`src/rtl/stopwatch_pkg.sv`:
```
// Shared definitions for the tick-enabled MM:SS stopwatch.
//   state_e        : control FSM encoding (IDLE / RUN / PAUSE)
//   BCD_MAX_UNITS  : top value of a BCD units digit
//   SEC_TENS_MAX   : top value of the seconds tens digit
//   bcd_to_bin()   : two BCD digits -> binary value (minute modulus compare)
package stopwatch_pkg;

  typedef enum logic [1:0] {
    IDLE  = 2'b00,
    RUN   = 2'b01,
    PAUSE = 2'b10
  } state_e;

  localparam int unsigned BCD_MAX_UNITS = 9;
  localparam int unsigned SEC_TENS_MAX  = 5;

  function automatic logic [7:0] bcd_to_bin(input logic [3:0] tens,
                                            input logic [3:0] ones);
    return (8'(tens) * 8'd10) + 8'(ones);
  endfunction

endpackage

```
`src/rtl/tick_stopwatch_bcd_digit_counter.sv`:
```
// Single BCD digit counter with parameterised top value.
//   clk, rst  : system clock, async active-high reset
//   en        : advance by one this cycle
//   clr       : synchronous clear to 0 (wins over en)
//   wrap_now  : force the next advance to roll over to 0 (dynamic modulus)
//   q         : current digit value, 0..MAX_VAL
//   carry     : combinational, high when an enabled advance rolls over
module bcd_digit_counter
  import stopwatch_pkg::*;
#(
  parameter int unsigned MAX_VAL = BCD_MAX_UNITS
) (
  input  logic       clk,
  input  logic       rst,
  input  logic       en,
  input  logic       clr,
  input  logic       wrap_now,
  output logic [3:0] q,
  output logic       carry
);

  logic [3:0] q_q, q_d;
  logic       at_top;

  always_comb begin
    // >= keeps the digit inside its legal range even from an unexpected value
    at_top = (q_q >= 4'(MAX_VAL)) || wrap_now;
    q_d    = q_q;
    if (clr) begin
      q_d = '0;
    end else if (en) begin
      q_d = at_top ? '0 : q_q + 4'd1;
    end
    carry = en && at_top;
  end

  always_ff @(posedge clk or posedge rst) begin
    if (rst) q_q <= '0;
    else     q_q <= q_d;
  end

  assign q = q_q;

endmodule

```
`src/rtl/tick_stopwatch.sv`:
```
// MM:SS BCD stopwatch clocked by clk, advanced by the divider's tick enable.
//   clk, rst        : system clock, async active-high reset
//   tick            : one-cycle enable pulse, TICKS_PER_SEC per second
//   start_stop      : pulse, IDLE->RUN, RUN->PAUSE, PAUSE->RUN
//   clear           : pulse, back to 00:00 / IDLE (highest priority)
//   lap             : pulse, toggles display hold (RUN/PAUSE only)
//   sec_ones..min_tens : BCD digits shown (held value while lap_active)
//   running         : high in RUN
//   lap_active      : high while the display is held
//   wrap            : one-cycle pulse after the count rolls to 00:00
module tick_stopwatch
  import stopwatch_pkg::*;
#(
  parameter int unsigned TICKS_PER_SEC = 1,
  parameter int unsigned MIN_MODULUS   = 60
) (
  input  logic       clk,
  input  logic       rst,
  input  logic       tick,
  input  logic       start_stop,
  input  logic       clear,
  input  logic       lap,
  output logic [3:0] sec_ones,
  output logic [3:0] sec_tens,
  output logic [3:0] min_ones,
  output logic [3:0] min_tens,
  output logic       running,
  output logic       lap_active,
  output logic       wrap
);

  state_e      state_q, state_d;
  logic [7:0]  presc_q, presc_d;
  logic        lap_q, lap_d;
  logic [15:0] hold_q, hold_d;
  logic        running_q, wrap_q, wrap_d;

  logic        count_en, sec_en, min_wrap_now;
  logic [3:0]  so, st, mo, mt;
  logic        c_so, c_st, c_mo, c_mt;

  // A tick counts only in RUN and never alongside clear; start_stop in RUN
  // still lets the tick count because state_q is used here.
  assign count_en     = (state_q == RUN) && tick && !clear;
  assign sec_en       = count_en && (presc_q == 8'(TICKS_PER_SEC - 1));
  assign min_wrap_now = (bcd_to_bin(mt, mo) == 8'(MIN_MODULUS - 1));

  bcd_digit_counter #(.MAX_VAL(BCD_MAX_UNITS)) u_sec_ones (
    .clk(clk), .rst(rst), .en(sec_en), .clr(clear), .wrap_now(1'b0),
    .q(so), .carry(c_so)
  );
  bcd_digit_counter #(.MAX_VAL(SEC_TENS_MAX)) u_sec_tens (
    .clk(clk), .rst(rst), .en(c_so), .clr(clear), .wrap_now(1'b0),
    .q(st), .carry(c_st)
  );
  bcd_digit_counter #(.MAX_VAL(BCD_MAX_UNITS)) u_min_ones (
    .clk(clk), .rst(rst), .en(c_st), .clr(clear), .wrap_now(min_wrap_now),
    .q(mo), .carry(c_mo)
  );
  bcd_digit_counter #(.MAX_VAL(BCD_MAX_UNITS)) u_min_tens (
    .clk(clk), .rst(rst), .en(c_mo), .clr(clear), .wrap_now(min_wrap_now),
    .q(mt), .carry(c_mt)
  );

  // Minutes never reach 99, so the minute-tens carry fires only on the
  // modulus rollover at 59 seconds, i.e. exactly the full wrap to 00:00.
  assign wrap_d = c_mt;

  always_comb begin
    state_d = state_q;
    if (clear) begin
      state_d = IDLE;
    end else if (start_stop) begin
      unique case (state_q)
        IDLE:    state_d = RUN;
        RUN:     state_d = PAUSE;
        PAUSE:   state_d = RUN;
        default: state_d = IDLE;
      endcase
    end
  end

  always_comb begin
    presc_d = presc_q;
    if (clear) begin
      presc_d = '0;
    end else if (count_en) begin
      presc_d = sec_en ? '0 : presc_q + 8'd1;
    end
  end

  always_comb begin
    lap_d  = lap_q;
    hold_d = hold_q;
    if (clear) begin
      lap_d = 1'b0;
    end else if (lap && (state_q != IDLE)) begin
      lap_d = !lap_q;
      if (!lap_q) hold_d = {mt, mo, st, so};
    end
  end

  always_ff @(posedge clk or posedge rst) begin
    if (rst) begin
      state_q   <= IDLE;
      presc_q   <= '0;
      lap_q     <= 1'b0;
      hold_q    <= '0;
      running_q <= 1'b0;
      wrap_q    <= 1'b0;
    end else begin
      state_q   <= state_d;
      presc_q   <= presc_d;
      lap_q     <= lap_d;
      hold_q    <= hold_d;
      running_q <= (state_d == RUN);
      wrap_q    <= wrap_d;
    end
  end

  assign {min_tens, min_ones, sec_tens, sec_ones} = lap_q ? hold_q : {mt, mo, st, so};
  assign running    = running_q;
  assign lap_active = lap_q;
  assign wrap       = wrap_q;

endmodule

```
`config.mk`:
```
export PLATFORM = sky130hd
export DESIGN_NAME = tick_stopwatch
export DESIGN_NICKNAME = d
export VERILOG_FILES = /design/src/rtl/stopwatch_pkg.sv /design/src/rtl/tick_stopwatch_bcd_digit_counter.sv /design/src/rtl/tick_stopwatch.sv
export SDC_FILE = /design/constraint.sdc
export NUM_CORES = 1
export LEC_CHECK = 0
export CAP_MARGIN = 20
export CORE_ASPECT_RATIO = 1.75
export CORE_UTILIZATION = 54
export CTS_BUF_LIST = sky130_fd_sc_hd__clkbuf_2 sky130_fd_sc_hd__clkbuf_4 sky130_fd_sc_hd__clkbuf_8
export DETAILED_ROUTE_END_ITERATION = 8
export PLACE_DENSITY = 0.8
export SLEW_MARGIN = 20
export SYNTH_ARGS = -nofsm -noshare
export SYNTH_HDL_FRONTEND = slang
export SYNTH_HIERARCHICAL = 1
export SYNTH_SLANG_ARGS = --single-unit
```
`constraint.sdc`:
```
create_clock -name clk -period 3.1 [get_ports clk]
set_input_delay 0.62 -clock clk [delete_from_list [all_inputs] [get_ports clk]]
set_output_delay 0.62 -clock clk [all_outputs]
set_load 0.02 [all_outputs]
```
==> results of run 1 <==
report_power, final:
group	switching [mW]	leakage (nW)	total (mW)	internal [mW]
Clock	0.202	0.0542	0.404	0.202
Sequential	0.0110	0.626	0.606	0.595
Combinational	0.0586	0.818	0.102	0.0433
per-stage QoR:
step / instance area, um2 / hold slack, ns / utilization / worst slack (ns)
after floorplan: 2770 / 0.386 / - / 0.0186
after global placement: 3110 / 0.462 / 0.629 / 0.245
after detailed placement: 3110 / 0.474 / 0.629 / 0.151
after CTS: 3210 / 0.493 / 0.650 / 0.128
after global routing: 3210 / 0.513 / 0.651 / 0.0139
final: 3210 / 0.484 / 0.651 / 0.173
per-layer routing:
layer	GRT usage	up-vias
met5	0	-
met4	0.108	0
met3	0.0253	12
met2	0.493	34
met1	0.225	1037
li1	-	969
cell usage after synthesis, types with 2 or more instances:
cell type / count / area share
dfrtp_1: 45 / 0.41
ha_1: 21 / 0.095
inv_1: 19 / 0.026
mux2_2: 17 / 0.069
nand3b_1: 14 / 0.038
mux2_1: 13 / 0.053
nand2_1: 11 / 0.015
nor2_1: 8 / 0.011
o31ai_1: 7 / 0.019
o32ai_1: 7 / 0.022
a21oi_1: 6 / 0.011
nand2b_1: 6 / 0.014
a31oi_1: 5 / 0.011
nand3_1: 5 / 0.0091
a21boi_0: 3 / 0.0082
a311oi_1: 3 / 0.0095
a41oi_1: 3 / 0.0095
and2b_2: 3 / 0.0095
nor3_1: 3 / 0.0054
o21a_1: 3 / 0.0082
o21ai_1: 3 / 0.0054
xnor2_1: 3 / 0.0095
xor2_1: 3 / 0.0095
a22o_1: 2 / 0.0064
buf_2: 2 / 0.0036
buf_4: 2 / 0.0054
buf_6: 2 / 0.0082
fa_1: 2 / 0.015
nor2_4: 2 / 0.0082
nor3b_1: 2 / 0.0054
o21ai_0: 2 / 0.0036
layout make-up:
class	instances	area [um2]	area share
multi-input cells	180	1530	0.477
repair buffers	32	313	0.0974
clock inverters	1	5.00	0.00156
clock buffers	7	96.3	0.0300
inverters	19	71.3	0.0222
flip-flops and latches	45	1130	0.350
well taps	54	67.6	0.0210
cells by family (layout without fill, tap and decap cells):
group / Yosys count / after routing / share of synthesized area
xor+xnor: 6 / 6 / 0.0191
fa+ha+maj: 23 / 23 / 0.110
simple gates: 64 / 64 / 0.148
other cells: 1 / 5 / 0.00136
mux: 32 / 32 / 0.132
flops: 45 / 45 / 0.408
compound gates: 50 / 50 / 0.138
buf+inv: 25 / 59 / 0.0431
critical path, stage by stage (launching register included):
cell and delay [ns]:
dfrtp_1 0.46, ha_1 0.33, ha_1 0.23, fa_1 0.49, nand4_1 0.11, nor4b_2 0.30
o21a_1 0.27, and2b_2 0.21, a41oi_1 0.12, a311oi_1 0.29
path summary, 6_finish.rpt:
path / startpoint / endpoint / depth (start not counted)
hold reg to reg: hold_q[7] / hold_q[7] / 1
setup / recovery: u_min_tens/q[1] / u_min_tens/q[3] / 9
hold / removal: hold_q[7] / hold_q[7] / 1
setup reg to reg: u_min_tens/q[1] / u_min_tens/q[3] / 9
max in group asynchronous: rst / hold_q[7] / 3
min in group asynchronous: rst / u_min_tens/q[1] / 2
registers in the layout, summed over array words and instances (netlist names):
signal and count:
wrap 1, lap_active 1, running 1, u_sec_tens/q 4, u_min_tens/q 4, state_q 2, u_sec_ones/q 4, hold_q 16
presc_q 8, u_min_ones/q 4
==> out/metrics.yaml, run 1 <==
route:
  wl_met2_um: 3390
  post-route-drc-count: 0
  ant_nets: 0
  m1WireLength_um: 2130
  avgViaCountPerCell: 6.07
  wl_per_cell_um: 17.0
  route.met3.wl_um: 107
  wirelength_um: 5760
  highest_layer: "met4"
  dr.pass1.iters: 4
  drt_iter0_markers: 53
  vias: 2052
final_layout:
  drive_above_1_share: 0.173
  layout.nets: 312
  fin_cells: 338
  area_growth_pct: 16.5
  num_antenna_cells: 0
  final_cell_mix: "dfrtp_1 (45), clkdlybuf4s50_1 (24), ha_1 (21)"
  nFillCells: 407
  final_common_cell: "dfrtp_1"
worst_hold_path:
  min_path_type: "flop to flop"
logic_synthesis:
  ys_seq_elements: 45
  synthCells: 246
  yosysSeqAreaShare: 0.408
  yosysUniqueCellTypes: 50
  synth_edf_count: 0
  synth_area_um2: 2760
  synth_area_per_cell_um2: 11.2
  synth_flop_cell: "dfrtp_1"
  async_reset_ff_frac: 1.00
  ys_warn_count: 6
floorplanning:
  die-area_um2: 5410
  die_x_um: 56.0
  ios: 25
  die_h_um: 96.5
  coreArea_um2: 4930
  start_util: 0.559
  num_rows: 34
placement:
  dp_hpwl_um: 4260
  post-place-cells: 330
  gp_congestion: 0.897
  place.port_buffers: 24
clock_tree:
  cts.hold.buffers_added: 0
  cts_tree: "built"
  cts.sinks: 45
  insertion_delay_ns: 0.30
  clkTransAtPathRegs_ns: 0.09
  cts_setup_buffers: 0
  cts_buffers: 5
  h-tree-depth: 2
  clock-root-buffer: "clkbuf_8"
  clock_path_buffers: 2
  ctsResizeCount: 0
sta:
  max-slew-margin-rel: 0.514
  finClkSkew_ns: 0.0103
  tns_ns: 0
  worst_slew_pin_slew_ns: 0.727
  hold_viol_final: 0
  post-route-min-period_ns: 2.93
  slew_violations: 0
  setup_viol: 0
  fmax_mhz: 342
  rsz0062_at_grt: "false"
  fin_crit_sh: 0.944
pwr:
  fin_total_pwr_mw: 1.11
  peakVddDrop_uv: 264
  power-per-cell-area_nw_per_um2: 346
  power_leakage_nw: 1.50
setup_path:
  critPathArrivalTime_ns: 3.13
  path_class: "flop to flop"
  crit_fanout: 6
  required_ns: 3.30
  start_kind: "flop"
  r2r_setup_slack_ns: 0.17
  end_kind: "flop"
flow_run:
  cap_violations: 0
status:
  status: "finished, final reports clean"
grt:
  grt-ovfl-total: 0
  grt_use_total: 0.237
  grt_max_degree: 39
  grt_pass1_wl_um: 9860
  antenna_found_initial: 0
  grt_pass1_vias: 2200
No activity file was read; power rests on OpenSTA's default activity.
==> inputs of run 2 (changes only) <==
--- a/config.mk
+++ b/config.mk
@@ -7,10 +7,12 @@
 export LEC_CHECK = 0
 export CAP_MARGIN = 20
 export CORE_ASPECT_RATIO = 1.75
+export CORE_MARGIN = 1
 export CORE_UTILIZATION = 54
 export CTS_BUF_LIST = sky130_fd_sc_hd__clkbuf_2 sky130_fd_sc_hd__clkbuf_4 sky130_fd_sc_hd__clkbuf_8
 export DETAILED_ROUTE_END_ITERATION = 8
 export PLACE_DENSITY = 0.8
+export SETUP_SLACK_MARGIN = 0.05
 export SLEW_MARGIN = 20
 export SYNTH_ARGS = -nofsm -noshare
 export SYNTH_HDL_FRONTEND = slang
==> out/metrics.yaml, run 2 (synthesis gave the netlist of run 1 again) <==
route:
  highest_layer: "met4"
  drt_iter0_markers: 43  # -19%
  route.met3.wl_um: 100  # -6.5%
  dr.pass1.iters: 4  # unchanged
  vias: 2013  # -1.9%
  wl_per_cell_um: 16.1  # -5.3%
  ant_nets: 0  # unchanged
  wirelength_um: 5460  # -5.3%
  post-route-drc-count: 0  # unchanged
  wl_met2_um: 3000  # -12%
  avgViaCountPerCell: 5.96  # -1.9%
  m1WireLength_um: 2230  # +5.0%
sta:
  slew_violations: 0  # unchanged
  post-route-min-period_ns: 2.86  # -0.0692 ns
  hold_viol_final: 0  # unchanged
  worst_slew_pin_slew_ns: 0.745  # +0.0179 ns
  rsz0062_at_grt: "false"
  tns_ns: 0  # unchanged
  finClkSkew_ns: 0.00996  # -0.000336 ns
  setup_viol: 0  # unchanged
  fin_crit_sh: 0.922  # -0.0223
  worst_slack_ns: 0.242  # +0.0692 ns
  max-slew-margin-rel: 0.502  # -0.0120
  fmax_mhz: 350  # +2.4%
grt:
  antenna_found_initial: 0  # unchanged
  grt_max_degree: 39  # unchanged
  grt-ovfl-total: 0  # unchanged
  grt_pass1_wl_um: 9380  # -4.8%
  grt_pass1_vias: 2064  # -6.2%
  grt_use_total: 0.221  # -0.0159
final_layout:
  num_antenna_cells: 0  # unchanged
  drive_above_1_share: 0.173  # unchanged
  area_growth_pct: 16.7
  nFillCells: 414  # +1.7%
  regMostFlops: "hold_q"
  layout.nets: 313  # +0.32%
  fin_cells: 338  # unchanged
  final_common_cell: "dfrtp_1"
  largest_reg_flops: 16  # unchanged
  largestRegisters: "hold_q (16), presc_q (8)"
  final_cell_mix: "dfrtp_1 (45), clkdlybuf4s50_1 (24), ha_1 (21)"
clock_tree:
  clock-root-buffer: "clkbuf_8"
  cts.sinks: 45  # unchanged
  h-tree-depth: 2  # unchanged
  clock_path_buffers: 2  # unchanged
  cts_buffers: 5  # unchanged
  insertion_delay_ns: 0.29  # about the same
  clkTransAtPathRegs_ns: 0.09  # about the same
  cts_tree: "built"
  cts.hold.buffers_added: 0  # unchanged
floorplanning:
  die_h_um: 96.5  # unchanged
  coreArea_um2: 4930  # unchanged
  start_util: 0.559  # unchanged
  die-area_um2: 5410  # unchanged
  ios: 25  # unchanged
  num_rows: 34  # unchanged
  die_x_um: 56.0  # unchanged
placement:
  dp_hpwl_um: 4000  # -6.0%
  place.port_buffers: 24  # unchanged
  post-place-cells: 330  # unchanged
  gp_congestion: 0.816  # -9.1%
  preCtsSetupSlack_ns: 0.173  # +0.0214 ns
worst_hold_path:
  min_path_type: "flop to flop"
  min_delay_path_depth: 1  # unchanged
flow_run:
  cap_violations: 0  # unchanged
pwr:
  fin_total_pwr_mw: 1.13  # +1.9%
  power-per-cell-area_nw_per_um2: 352  # +1.7%
  power_leakage_nw: 1.51  # +0.64%
  peakVddDrop_uv: 423  # +60%
setup_path:
  slowest_stage: "fa_1"
  critPathArrivalTime_ns: 3.02  # -0.11 ns
  slowest_delay_ns: 0.49  # about the same
  crit_top_cell: "ha_1"
  end_kind: "flop"
  start_kind: "flop"
  reg2reg_depth: 9  # unchanged
  required_ns: 3.26  # -0.04 ns
  path_class: "flop to flop"
  crit_path_cell_trace: "ha_1 -> ha_1 -> fa_1 -> nand4_1 -> nor4b_4 -> buf_4 -> and2b_2 -> a41oi_1 -> a311oi_1"
  crit_fanout: 6  # unchanged
status:
  status: "finished, final reports clean"
run 2: repair_timing:
item                       4_1_cts  5_1_grt
gates resized for setup          0        1
setup endpoints to repair        0        2
buffers inserted                 0        1
run 2: worst paths after layout:
kind / startpoint / end / slack [ns]
max in group asynchronous: rst / hold_q[7] / 1.61
min in group asynchronous: rst / u_sec_ones/q[2] / 0.69
max: u_min_tens/q[1] / u_min_ones/q[3] / 0.24
min reg2reg: hold_q[2] / hold_q[2] / 0.48
min: hold_q[2] / hold_q[2] / 0.48
max reg2reg: u_min_tens/q[1] / u_min_ones/q[3] / 0.24
run 2: area by class of cell:
class                           instances  area, um2  area share
Multi-Input combinational cell        180       1540       0.479
Sequential cell                        45       1130       0.350
Timing Repair Buffer                   33        308      0.0956
Inverter                               19       71.3      0.0222
Clock buffer                            5       68.8      0.0214
Tap cell                               54       67.6      0.0210
Clock inverter                          2       35.0      0.0109
run 2: metal layers:
metal	vias to the layer above	track usage
met5	-	0
met4	0	0.0894
met3	11	0.0266
met2	31	0.433
met1	1006	0.237
li1	965	-
run 2: stage by stage:
| stage | instance area, um2 | util | hold WS, ns |
|---|---|---|---|
| CTS | 3200 | 0.649 | 0.488 |
| floorplan | 2780 | - | 0.386 |
| detailed placement | 3100 | 0.628 | 0.468 |
| finish | 3220 | 0.652 | 0.484 |
| global route | 3220 | 0.652 | 0.509 |
| global placement | 3100 | 0.628 | 0.462 |
run 2: critical path: cells and delay by family (launching register included):
| kind | cells | cell delay [ns] |
|---|---|---|
| fa+ha+maj | 3 | 1.05 |
| simple gates | 3 | 0.75 |
| flops | 1 | 0.45 |
| compound gates | 2 | 0.29 |
| buf+inv | 1 | 0.17 |
run 2: report_power, final:
group          internal, mW  switching (mW)
Combinational        0.0398          0.0575
Sequential            0.595          0.0109
Clock                 0.235           0.195
==> inputs of run 3 (changes only) <==
--- a/config.mk
+++ b/config.mk
@@ -8,11 +8,12 @@
 export CAP_MARGIN = 20
 export CORE_ASPECT_RATIO = 1.75
 export CORE_MARGIN = 1
-export CORE_UTILIZATION = 54
+export CORE_UTILIZATION = 55
 export CTS_BUF_LIST = sky130_fd_sc_hd__clkbuf_2 sky130_fd_sc_hd__clkbuf_4 sky130_fd_sc_hd__clkbuf_8
 export DETAILED_ROUTE_END_ITERATION = 8
-export PLACE_DENSITY = 0.8
+export PLACE_DENSITY = 0.78
 export SETUP_SLACK_MARGIN = 0.05
+export SKIP_CTS_REPAIR_TIMING = 1
 export SLEW_MARGIN = 20
 export SYNTH_ARGS = -nofsm -noshare
 export SYNTH_HDL_FRONTEND = slang
==> constraint.sdc (replaced) <==
create_clock -name clk -period 3.59 [get_ports clk]
set_input_delay 0.718 -clock clk [delete_from_list [all_inputs] [get_ports clk]]
set_output_delay 0.718 -clock clk [all_outputs]
set_load 0.02 [all_outputs]
==> out/metrics.yaml, run 3 (synthesis gave the netlist of run 1 again) <==
sta:
  slew_violations: 0  # unchanged
  setup_viol: 0  # unchanged
  hold_viol_final: 0  # unchanged
  max-slew-margin-rel: 0.493  # -0.00928
  hold_ws_ns: 0.484  # -0.000534 ns
  worst_slew_pin_slew_ns: 0.759  # +0.0139 ns
  rsz0062_at_grt: "false"
  tns_ns: 0  # unchanged
  fin_crit_sh: 0.844  # -0.0782
  worst_slack_ns: 0.561  # +0.319 ns
  finClkSkew_ns: 0.00967  # -0.000291 ns
  post-route-min-period_ns: 3.03  # +0.171 ns
  fmax_mhz: 330  # -5.6%
route:
  ant_nets: 0  # unchanged
  avgViaCountPerCell: 5.96  # +0.14%
  drt_iter0_markers: 64  # +49%
  vias: 1980  # -1.6%
  wl_per_cell_um: 17.0  # +5.0%
  post-route-drc-count: 0  # unchanged
  dr.pass1.iters: 4  # unchanged
  wirelength_um: 5630  # +3.2%
placement:
  dp_hpwl_um: 4200  # +5.0%
  preCtsSetupSlack_ns: 0.484  # +0.311 ns
  place.port_buffers: 24  # unchanged
  gp_congestion: 0.893  # +9.5%
final_layout:
  largest_reg_flops: 16  # unchanged
  nFillCells: 363  # -12%
  final_cell_mix: "dfrtp_1 (45), clkdlybuf4s50_1 (24), ha_1 (21)"
  largestRegisters: "hold_q (16), presc_q (8)"
  final_common_cell: "dfrtp_1"
  area_growth_pct: 15.0
  multiInputGateArea_um2: 1530  # -0.97%
  seqCellArea_um2: 1130  # unchanged
  regMostFlops: "hold_q"
  layout.nets: 309  # -1.3%
  num_antenna_cells: 0  # unchanged
  drive_above_1_share: 0.157  # -0.0154
floorplanning:
  die_h_um: 95.7  # -0.90%
  start_util: 0.581  # +0.0219
  die_x_um: 55.5  # -0.88%
  die-area_um2: 5310  # -1.8%
  ios: 25  # unchanged
  coreArea_um2: 4750  # -3.8%
  num_rows: 33  # -2.9%
setup_path:
  crit_fanout: 8  # +2
  slowest_stage: "fa_1"
  path_buf_inv: 1  # unchanged
  path_class: "flop to flop"
  crit_path_cell_trace: "ha_1 -> ha_1 -> fa_1 -> nand4_1 -> nor4b_1 -> buf_4 -> o21a_1 -> and2b_2 -> a41oi_1 -> a311oi_1"
  required_ns: 3.79  # +0.53 ns
  crit_cells: 10  # +1
  crit_top_cell: "ha_1"
  critPathArrivalTime_ns: 3.23  # +0.21 ns
  start_kind: "flop"
  crit_family: "adder cells"
  reg2reg_depth: 10  # +1
  end_kind: "flop"
  slowest_delay_ns: 0.49  # about the same
grt:
  grt_max_degree: 39  # unchanged
  grt_pass1_vias: 2001  # -3.1%
  grt-ovfl-total: 0  # unchanged
  antenna_found_initial: 0  # unchanged
  grt_pass1_wl_um: 9400  # +0.21%
  grt_use_total: 0.230  # +0.00957
pwr:
  peakVddDrop_uv: 299  # -29%
  power_leakage_nw: 1.48  # -2.1%
  power-per-cell-area_nw_per_um2: 309  # -12%
clock_tree:
  cts_buffers: 5  # unchanged
  cts.sinks: 45  # unchanged
  cts_tree: "built"
  h-tree-depth: 2  # unchanged
  clock_path_buffers: 2  # unchanged
  insertion_delay_ns: 0.30  # about the same
  clkTransAtPathRegs_ns: 0.09  # about the same
  clock-root-buffer: "clkbuf_8"
flow_run:
  cap_violations: 0  # unchanged
status:
  status: "finished, final reports clean"
worst_hold_path:
  min_path_type: "flop to flop"
  min_delay_path_depth: 1  # unchanged
-- run 3: cell types whose count changed in the layout (fill, tap and decap cells not counted), sizes merged --
cell,delta
buf,-4
-- run 3: path summary, 6_finish.rpt --
check / from / endpoint / slack [ns]
max in group asynchronous: rst / hold_q[13] / 2.03
min in group asynchronous: rst / u_sec_ones/q[3] / 0.76
worst max-delay path: u_min_tens/q[3] / u_min_tens/q[3] / 0.56
worst max register to register: u_min_tens/q[3] / u_min_tens/q[3] / 0.56
worst min register to register: hold_q[5] / hold_q[5] / 0.48
worst min-delay path: hold_q[5] / hold_q[5] / 0.48
-- run 3: final cells by class --
type | count | area share
Multi-Input combinational cell | 180 | 0.482
Sequential cell | 45 | 0.355
Timing Repair Buffer | 29 | 0.0876
Inverter | 19 | 0.0225
Clock buffer | 5 | 0.0217
Tap cell | 52 | 0.0205
Clock inverter | 2 | 0.0110
-- run 3: worst reg2reg max path: cells and delay by family, from the launching register on --
| kind | cells | cell delay, ns |
|---|---|---|
| adders and majority gates | 3 | 1.04 |
| and+or+nand+nor | 3 | 0.60 |
| AOI/OAI and AO/OA | 3 | 0.62 |
| DFF | 1 | 0.48 |
| buffers and inverters | 1 | 0.20 |
-- run 3: where the power goes --
group	switching (mW)	total (mW)	internal [mW]	leakage, nW
clock network	0.171	0.373	0.202	0.0540
registers	0.00974	0.523	0.514	0.626
logic	0.0493	0.0834	0.0342	0.797
-- run 3: metal layers --
| metal | vias to the layer above | global-route usage | part of all wire |
|---|---|---|---|
| met5 | - | 0 | 0 |
| met4 | 0 | 0.106 | 0.023 |
| met3 | 10 | 0.0299 | 0.021 |
| met2 | 34 | 0.453 | 0.57 |
| met1 | 975 | 0.238 | 0.39 |
| li1 | 961 | - | - |
-- run 3: stage by stage --
step	instance area (um2)	utilization	instances	total power, mW
after global placement	3070	0.646	325	0.617
after CTS	3170	0.668	332	0.991
after global routing	3170	0.668	332	1.01
final	3170	0.668	332	0.980
after floorplan	2770	-	250	0.587
after detailed placement	3070	0.646	325	0.619
